--- config.mk ---
export PLATFORM = sky130hd
export DESIGN_NAME = vga_pixel_fetch
export DESIGN_NICKNAME = d
export VERILOG_FILES = /design/src/rtl/vga_pkg.sv /design/src/rtl/vga_delay_line.sv /design/src/rtl/vga_pixel_fetch.sv
export SDC_FILE = /design/constraint.sdc
export NUM_CORES = 1
export LEC_CHECK = 0
export ABC_AREA = 1
export BUFFER_PORTS_ARGS = -buffer_cell sky130_fd_sc_hd__buf_2
export CELL_PAD_IN_SITES_DETAIL_PLACEMENT = 1
export CELL_PAD_IN_SITES_GLOBAL_PLACEMENT = 1
export CORE_AREA = 10 10 95 97
export DETAILED_ROUTE_END_ITERATION = 10
export DIE_AREA = 0 0 105 107
export PLACE_DENSITY = 0.86
export SKIP_CTS_REPAIR_TIMING = 1
export SYNTH_ARGS = -nofsm -noshare
export SYNTH_HDL_FRONTEND = slang
export SYNTH_SLANG_ARGS = --single-unit
--- constraint.sdc ---
create_clock -name clk -period 2.2 [get_ports clk]
set_input_delay 0.22 -clock clk [delete_from_list [all_inputs] [get_ports clk]]
set_output_delay 0.22 -clock clk [all_outputs]
set_load 0.01 [all_outputs]
--- src/rtl/vga_pkg.sv ---
// Shared constants, types and colour helpers for the VGA pixel fetch path.
package vga_pkg;

  localparam int H_RES_HALF = 320;
  localparam int V_RES_HALF = 240;
  localparam int BAR_W      = H_RES_HALF / 8;

  typedef logic [16:0] fb_addr_t;

  typedef struct packed {
    logic [3:0] r;
    logic [3:0] g;
    logic [3:0] b;
  } rgb444_t;

  // One entry of the sync/blank pipe that travels alongside the RAM read.
  typedef struct packed {
    logic       hsync;
    logic       vsync;
    logic       blank;
    logic       mode;
    logic [2:0] bar;
  } pipe_t;

  localparam pipe_t PIPE_RST = '{hsync: 1'b1, vsync: 1'b1, blank: 1'b0, mode: 1'b0, bar: 3'd0};

  localparam logic [11:0] BAR_TABLE [8] = '{
    12'hFFF, 12'hFF0, 12'h0FF, 12'h0F0, 12'hF0F, 12'hF00, 12'h00F, 12'h000
  };

  function automatic rgb444_t bar_colour(input logic [2:0] idx);
    rgb444_t c;
    c = BAR_TABLE[idx];
    return c;
  endfunction

  function automatic rgb444_t rgb332_to_444(input logic [7:0] d);
    rgb444_t c;
    c.r = {d[7:5], d[7]};
    c.g = {d[4:2], d[4]};
    c.b = {d[1:0], d[1:0]};
    return c;
  endfunction

  // Column to bar index by threshold compares; anything past the last bar is 7.
  function automatic logic [2:0] bar_index(input logic [8:0] x);
    logic [2:0] idx;
    idx = 3'd7;
    for (int i = 6; i >= 0; i--) begin
      if (x < 9'(BAR_W * (i + 1))) idx = 3'(i);
    end
    return idx;
  endfunction

endpackage

--- src/rtl/vga_delay_line.sv ---
// Fixed-depth shift register with a per-entry reset value.
module vga_delay_line #(
  parameter int               DEPTH   = 2,
  parameter int               WIDTH   = 1,
  parameter logic [WIDTH-1:0] RST_VAL = '0
) (
  input  logic             clk,
  input  logic             rst,
  input  logic [WIDTH-1:0] din,
  output logic [WIDTH-1:0] dout
);

  logic [WIDTH-1:0] stage [DEPTH];

  always_ff @(posedge clk) begin
    if (rst) begin
      for (int i = 0; i < DEPTH; i++) stage[i] <= RST_VAL;
    end else begin
      stage[0] <= din;
      for (int i = 1; i < DEPTH; i++) stage[i] <= stage[i-1];
    end
  end

  assign dout = stage[DEPTH-1];

endmodule

--- src/rtl/vga_pixel_fetch.sv ---
// Framebuffer / test-bar colour fetch with sync re-timing; input to DAC latency RD_LAT+2 clocks.
module vga_pixel_fetch
  import vga_pkg::*;
#(
  parameter int       RD_LAT  = 1,
  parameter fb_addr_t FB_BASE = 17'h00000
) (
  input  logic        clk,
  input  logic        rst,
  input  logic [8:0]  pixel_x,
  input  logic [7:0]  pixel_y,
  input  logic        blank_in,
  input  logic        hsync_in,
  input  logic        vsync_in,
  input  logic        mode_sel,
  output logic [16:0] fb_addr,
  output logic        fb_rd_en,
  input  logic [7:0]  fb_rd_data,
  output logic [3:0]  red,
  output logic [3:0]  green,
  output logic [3:0]  blue,
  output logic        hsync_out,
  output logic        vsync_out,
  output logic        blank_out,
  output logic        frame_start,
  output logic [7:0]  frame_cnt
);

  logic     vsync_in_q;
  logic     mode_eff;
  logic     rd_next;
  fb_addr_t addr_next;
  pipe_t    pipe_in;
  pipe_t    tap;
  rgb444_t  colour_next;
  logic     vs_fall_out;

  // Mode only changes on the vsync fall, so a frame is never split between sources.
  always_ff @(posedge clk) begin
    if (rst) begin
      vsync_in_q <= 1'b1;
      mode_eff   <= 1'b0;
    end else begin
      vsync_in_q <= vsync_in;
      if (vsync_in_q && !vsync_in) mode_eff <= mode_sel;
    end
  end

  always_comb begin
    addr_next = FB_BASE + (fb_addr_t'(pixel_y) << 8) + (fb_addr_t'(pixel_y) << 6)
              + fb_addr_t'(pixel_x);
    rd_next   = blank_in & ~mode_eff;
  end

  always_ff @(posedge clk) begin
    if (rst) begin
      fb_rd_en <= 1'b0;
      fb_addr  <= FB_BASE;
    end else begin
      fb_rd_en <= rd_next;
      if (rd_next) fb_addr <= addr_next;
    end
  end

  always_comb begin
    pipe_in       = PIPE_RST;
    pipe_in.hsync = hsync_in;
    pipe_in.vsync = vsync_in;
    pipe_in.blank = blank_in;
    pipe_in.mode  = mode_eff;
    pipe_in.bar   = bar_index(pixel_x);
  end

  // Tap lines up with fb_rd_data; the output register adds the final clock.
  vga_delay_line #(
    .DEPTH   (RD_LAT + 1),
    .WIDTH   ($bits(pipe_t)),
    .RST_VAL (PIPE_RST)
  ) u_pipe (
    .clk  (clk),
    .rst  (rst),
    .din  (pipe_in),
    .dout (tap)
  );

  always_comb begin
    colour_next = '0;
    if (tap.blank) begin
      if (tap.mode) colour_next = bar_colour(tap.bar);
      else          colour_next = rgb332_to_444(fb_rd_data);
    end
  end

  // vsync_out doubles as the previous-vsync register for the frame edge detector.
  assign vs_fall_out = vsync_out & ~tap.vsync;

  always_ff @(posedge clk) begin
    if (rst) begin
      red         <= 4'd0;
      green       <= 4'd0;
      blue        <= 4'd0;
      hsync_out   <= 1'b1;
      vsync_out   <= 1'b1;
      blank_out   <= 1'b0;
      frame_start <= 1'b0;
      frame_cnt   <= 8'd0;
    end else begin
      red         <= colour_next.r;
      green       <= colour_next.g;
      blue        <= colour_next.b;
      hsync_out   <= tap.hsync;
      vsync_out   <= tap.vsync;
      blank_out   <= tap.blank;
      frame_start <= vs_fall_out;
      if (vs_fall_out) frame_cnt <= frame_cnt + 8'd1;
    end
  end

endmodule

Word level (Yosys, flattened, before mapping)
Memory sizes are Yosys's and may differ from the RTL's.
Index checks and enable logic that the tools add are counted.
{ "totals": {"regBits": 44, "ramBits": 14, "rom_bits": 96, "in_bits": 31, "output_inout_bits": 42, "word_cells": 51, "mem_count": 2} }
{ "mem_list": {"columns": ["name", "depth", "width", "read_ports", "rd_clocked_by_memory_dff", "wr", "line_no", "source"], "rows": [
  ["(name not given)", 8, 12, 1, 0, 0, "vga_pkg.sv:33", "c = BAR_TABLE[idx];"],
  ["u_pipe.stage", 2, 7, 2, 0, 2, "vga_delay_line.sv:13", "logic [WIDTH-1:0] stage [DEPTH];"]
]} }
{ "classes": {"add_sub_neg": 3, "magnitude_cmp": 8, "n_mux": 15, "n_bitwise": 8, "reduce_logical": 3} }
{ "ops": {"columns": ["op", "count"], "rows": [
  ["12-bit 2-to-1 mux", 3],
  ["9-bit by 8-bit < comparator with 1-bit output (second input constant)", 3],
  ["9-bit by 7-bit < comparator with 1-bit output (second input constant)", 2],
  ["3-bit 2-to-1 mux", 6],
  ["16-bit by 14-bit adder with 17-bit output", 1],
  ["17-bit by 9-bit adder with 17-bit output", 1],
  ["7-bit 2-to-1 mux", 2],
  ["9-bit by 6-bit < comparator with 1-bit output (second input constant)", 1],
  ["9-bit < comparator (second input constant)", 1],
  ["8-bit by 1-bit adder with 8-bit output (second input constant)", 1],
  ["4-bit >= comparator (second input constant)", 1],
  ["1-bit 2-to-1 mux", 4],
  ["3-bit inverter with 4-bit output", 1],
  ["1-bit inverter", 3],
  ["1-bit AND", 2],
  ["1-bit bitwise OR", 2],
  ["2-bit OR reduction", 1],
  ["1-bit logical AND", 1],
  ["1-bit logical NOT", 1]
]} }

Depth between registers and ports, before layout
{ "logic_depth": {"word_depth": 9, "depth_mapped": 13, "ltp_nobuf": 13} }

Hierarchy
A second synthesis with hierarchy kept.
{ "unflattened": {"cells_unflattened": 345, "area_unflattened_um2": 2572.5} }
{ "modules_own_cells": {"columns": ["mod", "instances", "cells_each", "area_per_inst_um2"], "rows": [
  ["vga_pixel_fetch", 1, 294, 2119.5],
  ["vga_delay_line", 1, 51, 452.9]
]} }

Worst setup path before layout
Ideal clock, no wire load.
{ "synth_path": {"path_type": "input port to flip-flop", "startpoint": "input port pixel_x[8]", "endpoint": "register fb_addr[11]", "setup_time_ps": 113, "t_arrival_ps": 1752, "required_time_ps": 2087, "slack_ps": 335, "cell_stages": 10, "path_cell_list": "inv_1 -> fa_1 -> fa_1 -> inv_1 -> nand2_1 -> nand2_1 -> nand2_1 -> xnor2_1 -> o21ai_1 -> inv_1"} }
{ "synth_between": {"elab_chain_len": 1} }
{ "synth_rtl": {"columns": ["element", "line_no", "source"], "rows": [
  ["start: declaration", "vga_pixel_fetch.sv:10", "input logic [8:0] pixel_x,"],
  ["17-bit by 9-bit adder with 17-bit output", "vga_pixel_fetch.sv:51", "+ fb_addr_t'(pixel_x);"],
  ["end signal: assignment", "vga_pixel_fetch.sv:61", "if (rd_next) fb_addr <= addr_next;"],
  ["end: declaration", "vga_pixel_fetch.sv:16", "output logic [16:0] fb_addr,"]
]} }
Every way passes these cells.
A chain may end at the register's enable or synchronous reset.

Worst setup path in the final report
{ "layout_path": {"startpoint": "input port pixel_x[8]", "endpoint": "register fb_addr[13]"} }
Same word-level chain as after synthesis.

==> flow_summary.toml <==
[sta]
max_slew.worst_pin.slew_ns = 0.5894
fmax_mhz = 558.9
tns_ns = 0
slew_headroom_pct = 60.46
period_share_pct = 81.34
rsz0062_at_grt = "false"
fin_skew_ns = 0.007229
slew_violations = 0
final_hold_viol_count = 0
min_period_ns = 1.789
setup_viol = 0

[yosys]
synth_area_leaders = "dfxtp_1, nand2_1, ha_1, inv_1, nor2_1"
syn_area_um2 = 2494
synth_largest_area_cell = "dfxtp_1"
postSynthCellCount = 328
synth_nets = 377
avgSynthCellArea_um2 = 7.603
synth_seq_area_share_pct = 42.55
synth_top_area_share_pct = 42.55
ys_seq_elements = 53
ys_types = 32
ys_warn_count = 0

[global_routing]
grt_pass1_wl_um = 11150
antenna_found_initial = 0
grt_max_degree = 26
grt_pass1_vias = 2404
grt_overflow = 0
grtUsageTotal_pct = 11.71

[cells_and_area]
num_antenna_cells = 0
layout-drive-gt1-share_pct = 25.31
nets = 447
synthToLayoutAreaGrowth_pct = 20.27
post-route-util_pct = 42.02

[placed_design]
port_buffers = 72
place_congestion = 0.8270
hpwl_um = 5377

[routing]
drc = 0
wl_per_cell_um = 13.32
drtIter0Drc = 59
viasPerCell = 4.552
drt_first_pass_iters = 4
ant_nets = 0
num_vias = 2267
finalWirelength_um = 6633

[pwr]
p_per_area_nw_per_um2 = 660.4
p_leak_nw = 1.628
swShare_pct = 29.86
switching_power_mw = 0.5915
p_seq_share_pct = 52.3
p_int_mw = 1.389
clkPwrFrac_pct = 28.3
vdd_ir_drop_max_uv = 239.3
comb_power_share_pct = 19.3

[floorplanning]
start_util_pct = 34.94
rows = 31
die_h_um = 107
die_w_um = 105
core_area_um2 = 7137
dieArea_um2 = 11240
io_pins = 73

[clocking]
cts.sinks = 53
h-tree-depth = 2
clk_latency_ns = 0.30
clk_path_buf_depth = 2
cts_buffers = 5
cts-root-buf = "clkbuf_8"
clk_pin_slew_ns = 0.09
cts_tree = "done"

[worst_setup_path]
cp_data_arrival_time_ns = 2.00
cp.required_ns = 2.41
critPathKind = "in -> reg"
cp-end-kind = "flop"
start_kind = "primary input"
cp_max_fo = 4

[outcome]
status = "completed"

[hold_path]
min_path_type = "in -> reg"

[job]
drv_cap = 0
through the flow:
step	instance area [um^2]	power, mW	hold slack, ns	setup slack (ns)	cells
final	2999	1.981	0.1161	0.4106	498
after global routing	2999	2.105	0.1039	0.2373	498
after CTS	2999	2.023	0.09931	0.4171	498
after detailed placement	2909	1.449	0.4001	0.08044	490
after global placement	2909	1.426	0.3907	0.1613	490
after floorplan	2494	1.306	0.3238	0.3352	328
layout by cell type (no fill, tap or decap), drive strengths merged, types with 5 or more instances in the layout:
cell type	count
dfxtp	53
buf	74
nor2	48
nand3	14
clkbuf	5
ha	16
or2	8
inv	51
nand2	64
o21ai	19
a21oi	29
metal layers:
| layer | global-route usage, % | vias to the layer above | part of all wire (%) |
|---|---|---|---|
| li1 | - | 1159 | - |
| met1 | 12.61 | 1054 | 43 |
| met2 | 21.69 | 50 | 50 |
| met3 | 3.653 | 4 | 6.3 |
| met4 | 3.137 | 0 | 0.80 |
| met5 | 0 | - | 0 |
path summary, 6_finish.rpt:
check | start | to | slack (ns) | cells past startpoint
setup reg to reg | frame_cnt[0] | frame_cnt[6] | 0.93 | 7
setup / recovery | pixel_x[8] | fb_addr[13] | 0.41 | 12
hold reg to reg | u_pipe.stage[0][4] | u_pipe.stage[0][11] | 0.41 | 2
hold / removal | hsync_in | u_pipe.stage[0][6] | 0.12 | 2
cells in the mapped netlist, drive strengths merged:
library cell,instances
nand2,64
dfxtp,53
inv,50
nor2,48
a21oi,29
o21ai,19
ha,16
nand3,14
buf,10
or2,8
nor3,3
fa,2
nand4,2
xor2,2
and3,1
clkbuf,1
clkinv,1
nand3b,1
nor3b,1
o21a,1
o21bai,1
xnor2,1
power by group through the flow:
stage / sequential [mW] / combinational (mW) / clock [mW]
floorplan: 1.07 / 0.232 / 0
detailed placement: 1.06 / 0.390 / 0
finish: 1.04 / 0.383 / 0.561
global placement: 1.06 / 0.369 / 0
CTS: 1.04 / 0.392 / 0.593
global route: 1.04 / 0.444 / 0.619
kinds of logic after synthesis:
| logic type | count (synthesis) | synth area share [%] |
|---|---|---|
| adders and majority gates | 18 | 9.634 |
| AOI/OAI and AO/OA | 50 | 10.39 |
| DFF | 53 | 42.55 |
| buffers and inverters | 62 | 11.04 |
| and+or+nand+nor | 142 | 25.34 |
| xor gates and xnor gates | 3 | 1.054 |
worst max-delay path: stages:
cell,delay [ns]
buf_2,0.09
inv_1,0.08
fa_1,0.54
fa_1,0.48
inv_1,0.07
nand2_1,0.04
nand2_1,0.09
nand3b_1,0.11
nand3_1,0.09
nand3_1,0.08
nand2_1,0.07
inv_1,0.03
area by class of cell:
cell class,count,area [um^2]
multi-input cells,213,1157
fillers,977,4138
well taps,99,123.9
flip-flops and latches,53,1061
clock buffers,5,68.82
inverters,51,191.4
repair buffers,74,375.4
clock inverters,3,21.27
flip-flops by register name, summed over array words and instances (netlist names):
name and cells:
hsync_out 1, blank_out 1, blue 2, frame_cnt 8, vsync_out 1, mode_eff 1
fb_addr 17, green 3, frame_start 1, u_pipe.stage 14, red 3, fb_rd_en 1
Note: power is estimated with default switching activity, not from simulation.
